$ cat src/rtl/sram_arb_pkg.sv
// sram_arb_pkg: shared constants and port-index type for the two-port SRAM arbiter
package sram_arb_pkg;
  localparam int DEFAULT_ADDR_W = 12;
  localparam int DEFAULT_DATA_W = 15;
  localparam int NUM_PORTS = 2;
  localparam int RESP_DEPTH_FIXED = 2;
  typedef logic [$clog2(NUM_PORTS)-1:0] port_idx_t;
endpackage

$ cat src/rtl/sram_resp_fifo.sv
// sram_resp_fifo: 2-entry in-order read-response FIFO (push/pop/data_i in; data_o head, full_o, empty_o, count_o out)
module sram_resp_fifo #(
  parameter int DW = 15
) (
  input  logic          clk_i,
  input  logic          rst_i,
  input  logic          push_i,
  input  logic          pop_i,
  input  logic [DW-1:0] data_i,
  output logic [DW-1:0] data_o,
  output logic          full_o,
  output logic          empty_o,
  output logic [1:0]    count_o
);
  logic [DW-1:0] mem_q [2];
  logic          wr_q, rd_q;
  logic [1:0]    cnt_q;
  always_ff @(posedge clk_i or posedge rst_i)
    if (rst_i) begin
      mem_q[0] <= '0;
      mem_q[1] <= '0;
      wr_q     <= 1'b0;
      rd_q     <= 1'b0;
      cnt_q    <= 2'd0;
    end else begin
      if (push_i) begin
        mem_q[wr_q] <= data_i;
        wr_q        <= ~wr_q;
      end
      if (pop_i) rd_q <= ~rd_q;
      cnt_q <= cnt_q + 2'(push_i) - 2'(pop_i);
    end
  assign data_o  = mem_q[rd_q];
  assign full_o  = cnt_q == 2'd2;
  assign empty_o = cnt_q == 2'd0;
  assign count_o = cnt_q;
endmodule

$ cat src/rtl/sram_rw_arbiter.sv
// sram_rw_arbiter: round-robin sharing of one RW SRAM port between two valid/ready requesters (req_*/resp_* per port, mem_* to macro)
module sram_rw_arbiter
  import sram_arb_pkg::*;
#(
  parameter int ADDR_W     = DEFAULT_ADDR_W,
  parameter int DATA_W     = DEFAULT_DATA_W,
  parameter int RESP_DEPTH = RESP_DEPTH_FIXED
) (
  input  logic                          clock_i,
  input  logic                          reset_i,
  input  logic [NUM_PORTS-1:0]          req_valid_i,
  output logic [NUM_PORTS-1:0]          req_ready_o,
  input  logic [NUM_PORTS-1:0]          req_wmode_i,
  input  logic [NUM_PORTS*ADDR_W-1:0]   req_addr_i,
  input  logic [NUM_PORTS*DATA_W-1:0]   req_wdata_i,
  output logic [NUM_PORTS-1:0]          resp_valid_o,
  input  logic [NUM_PORTS-1:0]          resp_ready_i,
  output logic [NUM_PORTS*DATA_W-1:0]   resp_data_o,
  output logic [ADDR_W-1:0]             mem_addr_o,
  output logic                          mem_en_o,
  output logic                          mem_wmode_o,
  output logic [DATA_W-1:0]             mem_wdata_o,
  input  logic [DATA_W-1:0]             mem_rdata_i
);
  port_idx_t last_q, rd_port_q, win;
  logic rd_pend_q, wmode_q, acc;
  logic [ADDR_W-1:0] addr_q;
  logic [DATA_W-1:0] wdata_q;
  logic [NUM_PORTS-1:0] pop, push, elig, empty, full;
  logic [1:0] occ [NUM_PORTS];
  for (genvar i = 0; i < NUM_PORTS; i++) begin : g_port
    logic [1:0] cnt;
    assign pop[i]  = resp_valid_o[i] & resp_ready_i[i];
    assign push[i] = rd_pend_q & (rd_port_q == port_idx_t'(i));
    // the read in flight to this port is exactly the one pushed at the next edge
    assign cnt     = occ[i] + 2'(push[i]);
    // a pop this cycle frees a slot early so a stream can run at one read per cycle
    assign elig[i] = !reset_i & req_valid_i[i] &
                     (req_wmode_i[i] | (3'(cnt) < 3'(RESP_DEPTH) + 3'(pop[i])));
    assign resp_valid_o[i] = !empty[i];
    sram_resp_fifo #(.DW(DATA_W)) u_fifo (
      .clk_i   (clock_i),
      .rst_i   (reset_i),
      .push_i  (push[i]),
      .pop_i   (pop[i]),
      .data_i  (mem_rdata_i),
      .data_o  (resp_data_o[i*DATA_W +: DATA_W]),
      .full_o  (full[i]),
      .empty_o (empty[i]),
      .count_o (occ[i])
    );
    a_no_overflow: assert property (@(posedge clock_i) disable iff (reset_i) push[i] |-> !full[i]);
  end
  assign acc         = |elig;
  assign win         = &elig ? ~last_q : port_idx_t'(elig[1]);
  assign req_ready_o = acc ? NUM_PORTS'(1) << win : '0;
  assign mem_en_o    = acc;
  assign mem_addr_o  = acc ? req_addr_i[win*ADDR_W +: ADDR_W] : addr_q;
  assign mem_wdata_o = acc ? req_wdata_i[win*DATA_W +: DATA_W] : wdata_q;
  assign mem_wmode_o = acc ? req_wmode_i[win] : wmode_q;
  always_ff @(posedge clock_i or posedge reset_i)
    if (reset_i) begin
      last_q    <= port_idx_t'(1);
      rd_port_q <= '0;
      rd_pend_q <= 1'b0;
      addr_q    <= '0;
      wdata_q   <= '0;
      wmode_q   <= 1'b0;
    end else begin
      rd_pend_q <= acc & !mem_wmode_o;
      if (acc) begin
        last_q    <= win;
        rd_port_q <= win;
      end
      addr_q  <= mem_addr_o;
      wdata_q <= mem_wdata_o;
      wmode_q <= mem_wmode_o;
    end
endmodule
$ cat config.mk
export PLATFORM = sky130hd
export DESIGN_NAME = sram_rw_arbiter
export DESIGN_NICKNAME = d
export VERILOG_FILES = /design/src/rtl/sram_arb_pkg.sv /design/src/rtl/sram_resp_fifo.sv /design/src/rtl/sram_rw_arbiter.sv
export SDC_FILE = /design/constraint.sdc
export NUM_CORES = 1
export LEC_CHECK = 0
export BUFFER_PORTS_ARGS = -buffer_cell sky130_fd_sc_hd__clkbuf_2
export CORE_ASPECT_RATIO = 1.5
export CORE_MARGIN = 2
export CORE_UTILIZATION = 30
export CTS_CLUSTER_DIAMETER = 30
export DETAILED_ROUTE_END_ITERATION = 10
export PLACE_DENSITY = 0.48
export SETUP_SLACK_MARGIN = 0.2
export SLEW_MARGIN = 10
export SYNTH_ARGS = -nofsm -noshare
export SYNTH_HDL_FRONTEND = slang
export SYNTH_SLANG_ARGS = --single-unit
$ cat constraint.sdc
create_clock -name clock_i -period 4.1 [get_ports clock_i]
set_input_delay 0.615 -clock clock_i [delete_from_list [all_inputs] [get_ports clock_i]]
set_output_delay 0.615 -clock clock_i [all_outputs]
set_load 0.01 [all_outputs]
==> flow_summary.json <==
{
  "syn_inst": 369,
  "dieArea_um2": 16100,
  "clkTransAtPathRegs_ns": 0.08,
  "hpwlAfterDp_mm": 7.08,
  "die_y_um": 155,
  "critPathRequiredTime_ns": 3.48,
  "async_flop_share_pct": 100,
  "max_cap_violations": 0,
  "synth_flop_cell": "dfrtp_1",
  "setup-tns-final_ns": 0,
  "vias_per_cell": 4.46,
  "num_antenna_cells": 0,
  "grt_usage_pct": 13.2,
  "cts_resized": 0,
  "status": "complete, no violations",
  "cts_tree": "done",
  "min_period_ns": 3.55,
  "cp_max_fo": 19,
  "yosys_register_bits": 99,
  "gp_congestion": 0.687,
  "cts_num_sinks": 99,
  "die_w_um": 104,
  "ant_nets": 0,
  "path_buf_inv": 4,
  "cts_buffers": 9,
  "finClkSkew_ns": 0.0133,
  "finalSetupViolCount": 0,
  "syn-num-nets": 452,
  "crit_chain": "nor2b_2 > ha_1 > inv_1 > ha_1 > inv_1 > ha_1 > nor2b_2 > o2bb2ai_4 > buf_4 > nor2_1 > a221oi_1 > clkbuf_2",
  "core_area_um2": 14900,
  "fp-row-count": 55,
  "start_util_pct": 30.4,
  "hold_path.class": "input pin to asynchronous set/reset pin",
  "cts.htree.levels": 3,
  "power.leakage_nw": 2.89,
  "ys_seq_area_share_pct": 54.7,
  "yosysUniqueCellTypes": 26,
  "worst_slew_margin_rel_pct": 23.3,
  "wl_per_cell_um": 14.4,
  "peakVddDrop_v": 0.000253,
  "setup.worst_path.end_class": "primary output",
  "crit_path_start": "rd_port_q",
  "power.total_mw": 4.27,
  "drtIter0Drc": 50,
  "r2r_start": "rd_port_q",
  "ys_warn_count": 0,
  "clk_path_buf_depth": 2,
  "fill_cells": 1497,
  "dr.pass1.iters": 4,
  "grt_max_degree": 70,
  "routed_wl_mm": 10.2,
  "grt.overflow.total": 0,
  "critPathTopFamily": "buffers and inverters",
  "drive_gt1_share_pct": 51.2,
  "antenna_found_initial": 0,
  "final-hold-violation-count": 0,
  "first_global_vias": 3367,
  "via_count": 3156,
  "powerDensity_nw_per_um2": 745,
  "max_freq_mhz": 282,
  "synth-edff-count": 0,
  "area_growth_pct": 26.6,
  "cpMostUsedCell": "ha_1",
  "hold_buffers": 0,
  "post_cts_buffers": 0,
  "numPortBuffers": 139,
  "finalNetCount": 586,
  "grt_pass1_wl_mm": 16.9,
  "worst_pin_slew_ns": 1.15,
  "slowest_stage": "dfrtp_1",
  "clock_latency_ns": 0.35,
  "rsz0062_at_grt": "no",
  "netlist_area_um2": 4530,
  "drc_errors": 0,
  "arrival_ns": 2.93,
  "root_buffer": "clkbuf_16",
  "critical_path_class": "register to primary output",
  "max_stage_delay_ns": 0.40,
  "drv_slew": 0,
  "io_pins": 140,
  "syn_area_per_cell_um2": 12.3,
  "post-route-period-util_pct": 86.5,
  "cp-start-kind": "register"
}
-- metrics by stage --
| step | area [µm²] | std cells | utilization (%) | hold slack, ns | setup slack (ns) |
|---|---|---|---|---|---|
| 2_1_floorplan | 4530 | 369 | - | 0.463 | 0.896 |
| 3_3_place_gp | 5400 | 691 | 36.2 | 0.482 | 0.696 |
| 3_5_place_dp | 5400 | 691 | 36.2 | 0.487 | 0.667 |
| 4_1_cts | 5720 | 707 | 38.3 | 0.489 | 0.270 |
| 5_1_grt | 5740 | 707 | 38.4 | 0.509 | 0.265 |
| 6_report | 5740 | 707 | 38.4 | 0.493 | 0.555 |
-- state kept, by name (all words and copies together) (netlist names) --
name / cells
addr_q: 12
g_port.u_fifo.count_o: 4
g_port.u_fifo.mem_q: 60
g_port.u_fifo.rd_q: 2
g_port.u_fifo.wr_q: 2
last_q: 1
rd_pend_q: 1
rd_port_q: 1
wdata_q: 15
wmode_q: 1
-- layout by cell type, fill, tap and decap left out, drive strengths merged, types with 3 or more instances in the layout --
master and n:
nor2b 4, and2 3, dfrtp 98, inv 69, nand2b 3, mux2 90, buf 4, xor2 6
nand2 5, clkbuf 148, a221oi 28, ha 6, nor2 31
-- metal layers --
layer | vias up | share of wire (%) | global-route usage [%]
met5 | - | 0 | 0
met4 | 0 | 1.7 | 5.21
met3 | 12 | 5.7 | 2.95
met2 | 104 | 51 | 23.8
met1 | 1535 | 41 | 15.1
li1 | 1505 | - | -
-- cell type report --
| class | instances | area, µm² | area share [%] |
|---|---|---|---|
| clock buffer | 9 | 225 | 3.92 |
| inverter | 66 | 250 | 4.36 |
| tap | 199 | 249 | 4.34 |
| sequential | 99 | 2480 | 43.2 |
| clock inverter | 7 | 93.8 | 1.64 |
| timing repair buffer | 143 | 726 | 12.6 |
| multi-input combinational | 184 | 1720 | 29.9 |
-- synthesized netlist by cell type (2+ instances only) --
cell type | number | area (µm²)
nor2_1 | 31 | 116
inv_1 | 66 | 248
mux2_4 | 10 | 150
and2_1 | 3 | 18.8
dfrtp_1 | 98 | 2450
a221oi_1 | 27 | 236
clkbuf_1 | 3 | 11.3
nand2b_1 | 3 | 18.8
xor2_1 | 6 | 52.6
buf_6 | 3 | 33.8
or2_2 | 2 | 12.5
o21ai_0 | 2 | 10.0
mux2_2 | 80 | 901
buf_2 | 11 | 55.1
buf_4 | 3 | 22.5
nand2_1 | 4 | 15.0
nor2b_1 | 3 | 18.8
ha_1 | 6 | 75.1
-- path summary, 6_finish.rpt --
| path | end | slack, ns | depth (start not counted) |
|---|---|---|---|
| hold / removal | g_port[1].u_fifo.mem_q[12] | 0.49 | 2 |
| max in group asynchronous | g_port[1].u_fifo.mem_q[20] | 2.67 | 3 |
| hold reg to reg | g_port[1].u_fifo.mem_q[11] | 0.50 | 1 |
| setup reg to reg | addr_q[7] | 1.59 | 11 |
| setup / recovery | mem_addr_o[7] | 0.55 | 12 |
| min in group clock_i | addr_q[6] | 0.50 | 3 |
-- power by group --
group          internal, mW  switching [mW]
registers              1.45           0.272
clock network         0.490           0.405
logic                 0.906           0.755
total                  2.84            1.43
-- cells by family (layout without fill, tap and decap cells) --
group | count (synthesis) | in the layout | share of synthesized area [%]
AO/OA/AOI/OAI | 34 | 34 | 6.43
adder cells (fa/ha/maj) | 6 | 6 | 1.66
flip-flops | 99 | 99 | 54.7
XOR/XNOR | 6 | 6 | 1.16
AND/OR/NAND/NOR | 48 | 48 | 4.75
multiplexers | 90 | 90 | 23.2
buffers and inverters | 86 | 225 | 8.17
Note: power is estimated with default switching activity, not from simulation.
